[src/rtl/ddr4_cmd_sequencer.sv]
// DDR4 host command sequencer: turns read/write requests into PRE/ACT/RD/WR.
// Optional closed-page policy with RDA/WRA when DDR4_AUTO_PRECHARGE_EN is defined.
module ddr4_cmd_sequencer #(
    parameter int BGWIDTH   = 2,
    parameter int BAWIDTH   = 2,
    parameter int ADDRWIDTH = 17,
    parameter int COLWIDTH  = 10,
    parameter int TRP       = 4,
    parameter int TRCD      = 4,
    parameter int TCL       = 5,
    parameter int TCWL      = 4,
    parameter int BL        = 8
) (
    input  logic                 clk,
    input  logic                 reset_n,
    input  logic                 req_valid,
    output logic                 req_ready,
    input  logic                 req_wr,
    input  logic [BGWIDTH-1:0]   req_bg,
    input  logic [BAWIDTH-1:0]   req_ba,
    input  logic [ADDRWIDTH-1:0] req_row,
    input  logic [COLWIDTH-1:0]  req_col,
    input  logic                 stall,
    output logic                 cke,
    output logic                 cs_n,
    output logic                 act_n,
    output logic [ADDRWIDTH-1:0] A,
    output logic [BGWIDTH-1:0]   bg,
    output logic [BAWIDTH-1:0]   ba,
    output logic                 done,
    output logic                 done_wr,
    output logic                 busy
);

`ifdef DDR4_AUTO_PRECHARGE_EN
    localparam bit AP = 1'b1;
`else
    localparam bit AP = 1'b0;
`endif

    localparam int IW    = BGWIDTH + BAWIDTH;
    localparam int NBANK = 2 ** IW;

    localparam logic [7:0] RP_LD  = 8'(TRP - 1);
    localparam logic [7:0] RCD_LD = 8'(TRCD - 1);
    localparam logic [7:0] RD_LD  = 8'(TCL + BL / 2 - 1 + (AP ? TRP : 0));
    localparam logic [7:0] WR_LD  = 8'(TCWL + BL / 2 - 1 + (AP ? TRP : 0));

    typedef enum logic [2:0] {
        S_IDLE,
        S_PRE,
        S_WAIT_RP,
        S_ACT,
        S_WAIT_RCD,
        S_CAS,
        S_WAIT_DATA,
        S_DONE
    } state_t;

    state_t                state;
    state_t                cmd;
    logic [7:0]            cnt;
    logic [NBANK-1:0]      open_vld;
    logic [ADDRWIDTH-1:0]  open_row [NBANK];
    logic                  wr_q;
    logic [BGWIDTH-1:0]    bg_q;
    logic [BAWIDTH-1:0]    ba_q;
    logic [ADDRWIDTH-1:0]  row_q;
    logic [COLWIDTH-1:0]   col_q;
    logic [IW-1:0]         idx;
    logic [IW-1:0]         req_idx;
    logic [ADDRWIDTH-1:0]  a_pre;
    logic [ADDRWIDTH-1:0]  a_cas;

    assign idx     = {bg_q, ba_q};
    assign req_idx = {req_bg, req_ba};

    // A-bus images of the PRE and RD/WR commands for the latched request
    always_comb begin
        a_pre            = '0;
        a_pre[15]        = 1'b1;
        a_cas            = '0;
        a_cas[16]        = 1'b1;
        a_cas[14]        = ~wr_q;
        a_cas[10]        = AP;
        a_cas[COLWIDTH-1:0] = col_q;
    end

    // An expiring wait folds straight into the next command so it issues without a bubble
    always_comb begin
        cmd = state;
        if (state == S_WAIT_RP && cnt == 8'd0)
            cmd = S_ACT;
        else if (state == S_WAIT_RCD && cnt == 8'd0)
            cmd = S_CAS;
    end

    // Sequencer FSM with registered command pins, counters and open-row table
    always_ff @(posedge clk) begin
        if (!reset_n) begin
            state     <= S_IDLE;
            cnt       <= 8'd0;
            open_vld  <= '0;
            wr_q      <= 1'b0;
            bg_q      <= '0;
            ba_q      <= '0;
            row_q     <= '0;
            col_q     <= '0;
            cke       <= 1'b0;
            cs_n      <= 1'b1;
            act_n     <= 1'b1;
            A         <= '0;
            bg        <= '0;
            ba        <= '0;
            req_ready <= 1'b0;
            done      <= 1'b0;
            done_wr   <= 1'b0;
            busy      <= 1'b0;
        end else begin
            cke     <= 1'b1;
            cs_n    <= 1'b1;
            act_n   <= 1'b1;
            A       <= '0;
            done    <= 1'b0;
            done_wr <= 1'b0;
            unique case (cmd)
                S_IDLE: begin
                    req_ready <= 1'b1;
                    if (req_valid && req_ready) begin
                        req_ready <= 1'b0;
                        busy      <= 1'b1;
                        wr_q      <= req_wr;
                        bg_q      <= req_bg;
                        ba_q      <= req_ba;
                        row_q     <= req_row;
                        col_q     <= req_col;
                        if (open_vld[req_idx] && open_row[req_idx] == req_row)
                            state <= S_CAS;
                        else if (open_vld[req_idx])
                            state <= S_PRE;
                        else
                            state <= S_ACT;
                    end
                end
                S_PRE: begin
                    state <= S_PRE;
                    if (!stall) begin
                        cs_n          <= 1'b0;
                        A             <= a_pre;
                        bg            <= bg_q;
                        ba            <= ba_q;
                        open_vld[idx] <= 1'b0;
                        cnt           <= RP_LD;
                        state         <= S_WAIT_RP;
                    end
                end
                S_ACT: begin
                    state <= S_ACT;
                    if (!stall) begin
                        cs_n          <= 1'b0;
                        act_n         <= 1'b0;
                        A             <= row_q;
                        bg            <= bg_q;
                        ba            <= ba_q;
                        open_vld[idx] <= 1'b1;
                        open_row[idx] <= row_q;
                        cnt           <= RCD_LD;
                        state         <= S_WAIT_RCD;
                    end
                end
                S_CAS: begin
                    state <= S_CAS;
                    if (!stall) begin
                        cs_n  <= 1'b0;
                        A     <= a_cas;
                        bg    <= bg_q;
                        ba    <= ba_q;
                        cnt   <= wr_q ? WR_LD : RD_LD;
                        state <= S_WAIT_DATA;
                        if (AP)
                            open_vld[idx] <= 1'b0;
                    end
                end
                S_WAIT_RP, S_WAIT_RCD: begin
                    cnt <= cnt - 8'd1;
                end
                S_WAIT_DATA: begin
                    if (cnt == 8'd0) begin
                        state   <= S_DONE;
                        done    <= 1'b1;
                        done_wr <= wr_q;
                        busy    <= 1'b0;
                    end else begin
                        cnt <= cnt - 8'd1;
                    end
                end
                S_DONE: begin
                    state     <= S_IDLE;
                    req_ready <= 1'b1;
                end
                default: state <= S_IDLE;
            endcase
        end
    end

endmodule

[config.mk]
export PLATFORM = sky130hd
export DESIGN_NAME = ddr4_cmd_sequencer
export DESIGN_NICKNAME = d
export VERILOG_FILES = /design/src/rtl/ddr4_cmd_sequencer.sv
export SDC_FILE = /design/constraint.sdc
export NUM_CORES = 1
export LEC_CHECK = 0
export BUFFER_PORTS_ARGS = -buffer_cell sky130_fd_sc_hd__clkbuf_2
export CORE_ASPECT_RATIO = 0.75
export CORE_MARGIN = 2
export CORE_UTILIZATION = 30
export CTS_CLUSTER_SIZE = 8
export DETAILED_ROUTE_END_ITERATION = 16
export PLACE_DENSITY_LB_ADDON = 0.05
export SLEW_MARGIN = 10
export SYNTH_ARGS = -nofsm -noshare
export SYNTH_HDL_FRONTEND = slang
export SYNTH_SLANG_ARGS = --single-unit
[constraint.sdc]
create_clock -name clk -period 9.9 [get_ports clk]
set_input_delay 0.495 -clock clk [delete_from_list [all_inputs] [get_ports clk]]
set_output_delay 0.495 -clock clk [all_outputs]
set_load 0.02 [all_outputs]
==> metrics.yaml, run 1 <==
status: "complete, no violations"
drc: 0
period_share: 0.420
critPathCaptureType: "register"
reg2reg_slack_ns: 5.74
synthDistinctLibCells: 66
ctsHoldBuffers: 0
synth-edff-count: 272
rows: 70
ir_worst_vdd_mv: 0.127
final_layout_size_suffix_gt1_frac: 0.233
clock_power_share: 0.417
hold_depth: 3
antenna_found_initial: 1
critical_path_arrival_ns: 4.39
dr.pass1.iters: 5
start_kind: "register"
setup_slack_ns: 5.74
worst_path_largest_cell_delay_ns: 0.82
grt_pass1_wl_mm: 62.8
via_per_inst: 4.92
n_fill_cell: 4693
ios: 64
grt_overflow: 0
worstPathRequired_ns: 10.13
max_clock_freq_ghz: 0.240
yosysWarnings: 0
relSlewSlack: 0.332
post-route-util: 0.353
syn_inst: 956
area.sequential_um2: 9910
die_area_um2: 50800
cp-endpoint: "open_row[7][10]"
power.internal_mw: 2.81
dp_hpwl_mm: 25.2
crit_type: "register to register"
routabilityCongestion: 0.730
cp_common_cell: "buf_4"
r2r_end: "open_row[7][10]"
drt_wl_total_mm: 43.2
power.density_nw_per_um2: 223
leakagePower_nw: 5.63
vias: 8457
synth_area_per_cell_um2: 15.4
cts_tree: "yes"
cts_setup_buffers: 0
power.switching_mw: 1.01
clk_pin_slew_ns: 0.05
drv_slew: 0
core_um2: 48600
grt_pass1_vias: 8525
setup_viol: 0
syn_area_um2: 14700
hold_viol: 0
yosysSeqAreaShare: 0.674
syn2layout_area_growth_pct: 16.6
rr_startpoint: "cnt[0]"
h-tree-depth: 2
port_buffers: 63
ys_ff_latch: 359
setup_tns_ns: 0
synth_flop_cell: "edfxtp_1"
fin_skew_ns: 0.0165
crit_start: "cnt[0]"
nets: 1073
cts_buffers: 50
antenna_cells: 0
die_x_um: 260
wire_per_inst_um: 25.1
combPwrFrac: 0.122
hold_path_class: "input port to register"
cts_max_path_buffers: 3
die_y_um: 196
grtUsageTotal: 0.172
insertion_delay_ns: 0.57
cts_resized: 0
syn_nets: 994
min_period_ns: 4.16
multiInputGateArea_um2: 4460
dr.first_iter.drc_count: 748
crit_path_top_delay_cell: "nor3_2"
tightest_slew_ns: 0.996
rsz0062_at_grt: "false"
antenna_left: 0
cp_cell_sequence: "inv_1 -> ha_1 -> nor3b_1 -> a21oi_1 -> nor3_2 -> buf_4 -> nand3_1 -> nor2_2 -> buf_4"
path_max_fanout: 13
seq_power_share: 0.461
drv_cap: 0
clkSinkCount: 359
rr_worst_depth: 9
preCtsSetupSlack_ns: 5.55
start_util: 0.303
grt_max_degree: 76
synthArstFlopShare: 0
clock-root-buffer: "clkbuf_16"
switching_share: 0.265
[power groups by stage]
stage,clock network (mW),registers [mW],logic (mW)
CTS,1.65,1.76,0.472
global route,1.71,1.77,0.519
global placement,0,1.80,0.475
floorplan,0,1.76,0.330
finish,1.60,1.76,0.467
detailed placement,0,1.79,0.471
[registers in the layout, summed over array words and instances (netlist names), 2 cells and up, named ones only]
register	flops
col_q	10
row_q	17
cnt	8
A	17
ba_q	2
bg_q	2
ba	2
bg	2
state	3
open_row	272
[final cells by class]
type,count,area share
repair buffers,88,0.0298
clock inverters,2,0.00168
multi-input cells,531,0.260
clock buffers,87,0.0823
flip-flops and latches,359,0.578
well taps,648,0.0473
inverters,5,0.00109
[cells in the mapped netlist (4+ instances only)]
master | count | area share
or2_2 | 8 | 0.0034
and3_1 | 8 | 0.0034
buf_6 | 5 | 0.0038
edfxtp_1 | 272 | 0.56
nand3_1 | 11 | 0.0037
a2111oi_0 | 4 | 0.0024
nor2_1 | 59 | 0.015
mux2i_1 | 30 | 0.020
nor4_1 | 8 | 0.0034
nand2_1 | 97 | 0.025
clkbuf_1 | 34 | 0.0087
buf_4 | 4 | 0.0020
mux2_2 | 9 | 0.0069
nor2b_1 | 21 | 0.0089
a21oi_1 | 13 | 0.0044
o21ai_0 | 9 | 0.0031
nand2b_1 | 15 | 0.0064
nor3_1 | 15 | 0.0051
nor4b_1 | 4 | 0.0024
mux4_2 | 67 | 0.10
xor2_1 | 11 | 0.0065
a22oi_1 | 15 | 0.0077
inv_1 | 5 | 0.0013
a31oi_1 | 4 | 0.0017
buf_2 | 11 | 0.0037
a21boi_0 | 38 | 0.019
o22ai_1 | 20 | 0.0085
dfxtp_1 | 87 | 0.12
xnor2_1 | 10 | 0.0060
[metal layers]
metal | share of wire | GRT usage | vias to the layer above
met5 | 0.00032 | 0 | -
met4 | 0.019 | 0.0381 | 2
met3 | 0.037 | 0.0273 | 68
met2 | 0.43 | 0.251 | 141
met1 | 0.52 | 0.267 | 4378
li1 | - | - | 3868
[per-stage QoR]
stage	power (mW)	cell area (um^2)	hold slack, ns	instances
2_1_floorplan	2.09	14700	0.443	956
3_3_place_gp	2.27	15700	0.457	1631
3_5_place_dp	2.27	15700	0.459	1631
4_1_cts	3.89	17200	0.143	1720
5_1_grt	4.01	17200	0.170	1720
6_report	3.83	17200	0.172	1720
[cells in the final DEF, fill, tap and decap left out, drive strengths merged, types with 8 or more instances in the layout]
cell | synthesis | routed
edfxtp | 272 | 272
clkbuf | 35 | 147
nand2 | 97 | 97
dfxtp | 87 | 87
mux4 | 68 | 68
nor2 | 59 | 59
a21boi | 39 | 39
mux2i | 30 | 30
buf | 26 | 28
nor2b | 21 | 21
o22ai | 20 | 20
nor3 | 16 | 16
nand2b | 15 | 15
a22oi | 15 | 15
a21oi | 13 | 13
xor2 | 11 | 11
nand3 | 11 | 11
xnor2 | 10 | 10
mux2 | 9 | 9
o21ai | 9 | 9
nor4 | 9 | 9
or2 | 8 | 8
and3 | 8 | 8
[critical path: cells and delay by family, from the launching register on]
| family | cells | cell delay [ns] |
|---|---|---|
| compound gates | 1 | 0.31 |
| buf+inv | 3 | 0.75 |
| flops | 1 | 0.33 |
| simple gates | 4 | 2.21 |
| fa+ha+maj | 1 | 0.21 |
[worst min path at each step]
stage | from | to | slack (ns)
floorplan | col_q[0] | col_q[0] | 0.44
global placement | col_q[3] | col_q[3] | 0.46
detailed placement | register | register | 0.46
CTS | req_col[4] | col_q[4] | 0.14
global route | req_col[9] | col_q[9] | 0.17
finish | req_col[9] | col_q[9] | 0.17
[cell families (layout without fill, tap and decap cells)]
family | after synthesis | in the layout | share of synthesized area
DFF | 359 | 359 | 0.674
and+or+nand+nor | 265 | 265 | 0.0869
AOI/OAI and AO/OA | 136 | 136 | 0.0669
muxes | 107 | 107 | 0.132
buffers and inverters | 66 | 182 | 0.0261
xor gates and xnor gates | 21 | 21 | 0.0125
adders and majority gates | 2 | 2 | 0.00221
(Power assumes the default switching activity.)
==> run 2: changes to the inputs <==
==> constraint.sdc (replaced) <==
create_clock -name clk -period 4.4 [get_ports clk]
set_input_delay 0.22 -clock clk [delete_from_list [all_inputs] [get_ports clk]]
set_output_delay 0.22 -clock clk [all_outputs]
set_load 0.02 [all_outputs]
==> run 2 against run 1 <==
Compared with the run above:
- combinational power is 130% higher
- count of clock-buffer cells in the layout rose by 1
- final area is 2.0% higher
- clock power up 130%
- sequential power increased by 130%
- setup slack got worse by 4.9 ns
- critical path type unchanged
- highest routed layer is now met4
==> metrics.yaml, run 2 (synthesized netlist as in run 1, its figures left out) <==
status: "complete, no violations"  # unchanged
die_y_um: 196  # unchanged
post-route-util: 0.360  # was 0.353
clkSinkCount: 359  # unchanged
max_clock_freq_ghz: 0.282  # was 0.240 GHz
start_util: 0.303  # unchanged
ios: 64  # unchanged
relSlewSlack: 0.338  # was 0.332
dp_cells: 1643  # was 1631
start_kind: "register"  # unchanged
cts_buffers: 50  # unchanged
syn2layout_area_growth_pct: 18.9  # was 16.6%
clock-root-buffer: "clkbuf_16"  # unchanged
drv_slew: 0  # unchanged
ctsHoldBuffers: 23  # was 0
clock_power_share: 0.416  # was 0.417
rows: 70  # unchanged
largest-register: "open_row"  # unchanged
critPathCaptureType: "register"  # unchanged
routabilityCongestion: 0.745  # was 0.730
clk_pin_slew_ns: 0.05  # about the same
power.density_nw_per_um2: 494  # was 223 nW/um^2
grt_pass1_vias: 8644  # was 8525
leakagePower_nw: 5.79  # was 5.63 nW
cts_setup_buffers: 0  # unchanged
layout_common_cells: "edfxtp_1, nand2_1, dfxtp_1, mux4_2, clkbuf_2"  # unchanged
setup_tns_ns: 0  # unchanged
nets: 1108  # was 1073
switching_share: 0.265  # about the same
grt_overflow: 0  # unchanged
combPwrFrac: 0.122  # about the same
cts_tree: "yes"  # unchanged
hold_viol: 0  # unchanged
critical_path_arrival_ns: 4.02  # was 4.39 ns
tightest_slew_ns: 0.993  # was 0.996 ns
antenna_left: 0  # unchanged
port_buffers: 63  # unchanged
drc: 0  # unchanged
path_max_fanout: 20  # was 13
rsz0062_at_grt: "false"  # unchanged
antenna_cells: 0  # unchanged
dp_hpwl_mm: 26.7  # was 25.2 mm
dr.pass1.iters: 5  # unchanged
cts_max_path_buffers: 3  # unchanged
largest_reg_flops: 272  # unchanged
grt_pass1_wl_mm: 62.3  # was 62.8 mm
power.internal_mw: 6.35  # was 2.81 mW
fin_skew_ns: 0.0175  # was 0.0165 ns
cts_resized: 0  # unchanged
dr.first_iter.drc_count: 633  # was 748
final_layout_size_suffix_gt1_frac: 0.236  # was 0.233
power.switching_mw: 2.29  # was 1.01 mW
hold_path_class: "input port to register"  # unchanged
crit_type: "register to register"  # unchanged
core_um2: 48600  # unchanged
period_share: 0.805  # was 0.420
final_common_cell: "edfxtp_1"  # unchanged
insertion_delay_ns: 0.57  # about the same
die_area_um2: 50800  # unchanged
seq_power_share: 0.461  # about the same
stdcell_count: 1756  # was 1720
ir_worst_vdd_mv: 0.269  # was 0.127 mV
grtUsageTotal: 0.170  # was 0.172
vias: 8606  # was 8457
setup_viol: 0  # unchanged
worstPathRequired_ns: 4.87  # was 10.13 ns
hold_slack_ns: 0.0221  # was 0.172 ns
drt_wl_total_mm: 43.0  # was 43.2 mm
grt_max_degree: 60  # was 76
total_power_mw: 8.64  # was 3.83 mW
min_period_ns: 3.54  # was 4.16 ns
reg2reg_slack_ns: 0.86  # was 5.74 ns
drv_cap: 0  # unchanged
via_per_inst: 4.90  # was 4.92
die_x_um: 260  # unchanged
h-tree-depth: 2  # unchanged
antenna_found_initial: 0  # was 1
reg_top3: "open_row x272, A x17, row_q x17"  # unchanged
wire_per_inst_um: 24.5  # was 25.1 um
run 2: cell count changes in the layout (fill, tap and decap cells not counted):
cell	change
dlygate4sd3_1	+23
buf_4	+11
buf_12	+1
clkbuf_1	+1
run 2: power groups by stage:
stage	combinational (mW)	sequential, mW	clock (mW)
global placement	1.06	4.06	0
floorplan	0.742	3.97	0
finish	1.06	3.99	3.60
global route	1.17	4.01	3.85
detailed placement	1.05	4.06	0
CTS	1.07	3.99	3.71
run 2: cell type report:
cell class | count | area (um^2)
multi-input cells | 531 | 4460
flip-flops and latches | 359 | 9910
fillers | 4685 | 31100
clock buffers | 88 | 1420
repair buffers | 123 | 843
clock inverters | 2 | 28.8
well taps | 648 | 811
inverters | 5 | 18.8
run 2: layer usage:
metal  track usage  vias up  wire length (um)
met2         0.244      166             18200
met3        0.0273       50              1590
met5             0        -                 0
met4        0.0343        0               605
li1              -     3928                 -
met1         0.269     4462             22700
run 2: final timing paths:
| check | start | end | cells after the start |
|---|---|---|---|
| worst max-delay path | state[2] | state[2] | 7 |
| worst min-delay path | req_row[16] | row_q[16] | 3 |
| worst max register to register | state[2] | state[2] | 7 |
| worst min register to register | col_q[3] | col_q[3] | 2 |
run 2: worst max-delay path, cell delays in order, from the launching register on:
cell,delay (ns)
dfxtp_1,0.82
xor2_1,0.14
a31o_2,0.33
fa_1,0.51
o41ai_1,0.73
o2111ai_1,0.25
a2111o_1,0.45
o31ai_2,0.22
run 2: through the flow:
stage | area [um^2] | setup WS (ns)
3_5_place_dp | 15800 | 0.752
4_1_cts | 17500 | 0.759
3_3_place_gp | 15800 | 0.753
2_1_floorplan | 14700 | 1.22
5_1_grt | 17500 | 0.589
6_report | 17500 | 0.859
==> run 3: changes to the inputs <==
==> constraint.sdc (replaced) <==
create_clock -name clk -period 3.5 [get_ports clk]
set_input_delay 0.175 -clock clk [delete_from_list [all_inputs] [get_ports clk]]
set_output_delay 0.175 -clock clk [all_outputs]
set_load 0.02 [all_outputs]
==> run 3 against run 2 <==
Compared with the run above:
- non-clock buffer count is 16 higher
- register-to-register slack worse by 0.64 ns
- hold slack improved by 0.19 ns
- clock power is 28% higher
- core utilization is 0.38 points higher
- via count increased by 0.33%
- die area did not move
- combinational power up 30%
- maximum frequency increased by 7.9%
- clock skew grew 0.020 ns
- critical path type unchanged
- critical path depth grew 2
- count of clock-buffer cells in the layout increased by 1
==> metrics.yaml, run 3 (synthesized netlist as in run 1, its figures left out) <==
grt_max_degree: 64  # was 60
min_period_ns: 3.28  # was 3.54 ns
dr.pass1.iters: 5  # unchanged
clock-root-buffer: "clkbuf_16"  # unchanged
cp_cell_sequence: "inv_1 -> ha_1 -> nor3b_1 -> a31o_2 -> fa_1 -> o41ai_1 -> o2111ai_1 -> a2111o_1 -> o31ai_2"  # was xor2_1 -> a31o_2 -> fa_1 -> o41ai_1 -> o2111ai_1 -> a2111o_1 -> o31ai_2
grt_pass1_wl_mm: 62.2  # was 62.3 mm
multiInputGateArea_um2: 4460  # unchanged
worstPathRequired_ns: 4.02  # was 4.87 ns
total_power_mw: 11.0  # was 8.64 mW
insertion_delay_ns: 0.60  # was 0.57 ns
grt_pass1_vias: 8767  # was 8644
reg_top3: "open_row x272, A x17, row_q x17"  # unchanged
cpLargestDelayFamily: "compound AO/OA/AOI/OAI gates"  # unchanged
use_met2: 0.254  # was 0.244
crit_path_top_delay_cell: "o41ai_1"  # was dfxtp_1
setup_viol: 0  # unchanged
largest-register: "open_row"  # unchanged
drv_cap: 0  # unchanged
start_util: 0.303  # unchanged
use_met3: 0.0292  # was 0.0273
syn2layout_area_growth_pct: 20.1  # was 18.9%
drc: 0  # unchanged
hold_viol: 0  # unchanged
vias: 8634  # was 8606
power.density_nw_per_um2: 620  # was 494 nW/um^2
layout_common_cells: "edfxtp_1, nand2_1, dfxtp_1, mux4_2, clkbuf_2"  # unchanged
cts_tree: "yes"  # unchanged
ios: 64  # unchanged
via_per_inst: 4.87  # was 4.90
core_um2: 48600  # unchanged
antenna_left: 0  # unchanged
rows: 70  # unchanged
critical_path_arrival_ns: 3.80  # was 4.02 ns
crit_type: "register to register"  # unchanged
port_buffers: 63  # unchanged
setup_tns_ns: 0  # unchanged
die_area_um2: 50800  # unchanged
period_share: 0.938  # was 0.805
relSlewSlack: 0.332  # was 0.338
area.sequential_um2: 9910  # unchanged
drt_wl_total_mm: 42.8  # was 43.0 mm
ir_worst_vdd_mv: 0.344  # was 0.269 mV
wire_per_inst_um: 24.2  # was 24.5 um
grtUsageTotal: 0.171  # was 0.170
rsz0062_at_grt: "false"  # unchanged
antenna_cells: 0  # unchanged
critPathCaptureType: "register"  # unchanged
hold_path_class: "input port to register"  # unchanged
antenna_found_initial: 0  # unchanged
max_clock_freq_ghz: 0.305  # was 0.282 GHz
cts_buffers: 50  # unchanged
clk_pin_slew_ns: 0.06  # was 0.05 ns
gr-usage-met1: 0.257  # was 0.269
grt_overflow: 0  # unchanged
worst_path_largest_cell_delay_ns: 0.74  # was 0.82 ns
dr.first_iter.drc_count: 593  # was 633
routabilityCongestion: 0.744  # was 0.745
dp_hpwl_mm: 26.3  # was 26.7 mm
nets: 1124  # was 1108
leakagePower_nw: 5.88  # was 5.79 nW
path_max_fanout: 8  # was 20
grt_most_used_layer: "met1"  # unchanged
preCtsSetupSlack_ns: 0.234  # was 0.752 ns
tightest_slew_ns: 1.00  # was 0.993 ns
final_layout_size_suffix_gt1_frac: 0.243  # was 0.236
final_common_cell: "edfxtp_1"  # unchanged
clkSinkCount: 359  # unchanged
start_kind: "register"  # unchanged
largest_reg_flops: 272  # unchanged
setup_slack_ns: 0.219  # was 0.859 ns
die_x_um: 260  # unchanged
cts_max_path_buffers: 3  # unchanged
h-tree-depth: 2  # unchanged
fin_skew_ns: 0.0372  # was 0.0175 ns
cts_setup_buffers: 0  # unchanged
die_y_um: 196  # unchanged
n_fill_cell: 4658  # was 4685
status: "complete, no violations"  # unchanged
cts_resized: 0  # unchanged
path_buf_inv: 1  # was 0
drv_slew: 0  # unchanged
## run 3: through the flow
step	instance area, um^2	hold WS, ns	instances	util
4_1_cts	17700	0.167	1773	0.364
2_1_floorplan	14700	0.203	956	-
5_1_grt	17700	0.205	1773	0.364
6_report	17700	0.209	1773	0.364
3_3_place_gp	15900	0.417	1654	0.328
3_5_place_dp	15900	0.424	1654	0.328
## run 3: metal layers
metal | routed length (um) | vias to the layer above
met5 | 0 | -
met4 | 797 | 0
met3 | 1670 | 54
met2 | 18700 | 153
met1 | 21700 | 4460
li1 | - | 3967
## run 3: worst paths after layout
path / depth (start not counted) / slack, ns / end / start
worst max-delay path: 9 / 0.22 / state[2] / cnt[0]
worst max register to register: 9 / 0.22 / state[2] / cnt[0]
worst min-delay path: 2 / 0.21 / cs_n / stall
worst min register to register: 2 / 0.46 / col_q[2] / col_q[2]
## run 3: report_power, final
| part | switching, mW | internal (mW) | leakage, nW |
|---|---|---|---|
| logic | 0.838 | 0.539 | 1.97 |
| registers | 0.214 | 4.77 | 3.21 |
| clock network | 1.87 | 2.72 | 0.695 |
| total | 2.92 | 8.04 | 5.88 |
## run 3: cell type report
cell class              instances  share of cell area
multi-input cells             531               0.252
clock inverters                 2             0.00283
well taps                     648              0.0459
clock buffers                  89              0.0803
inverters                       5             0.00106
repair buffers                139              0.0566
flip-flops and latches        359               0.561
## run 3: repair_timing
action                     CTS  global route
hold buffers                28             0
hold endpoints to repair    28             0
setup endpoints to repair    0             0
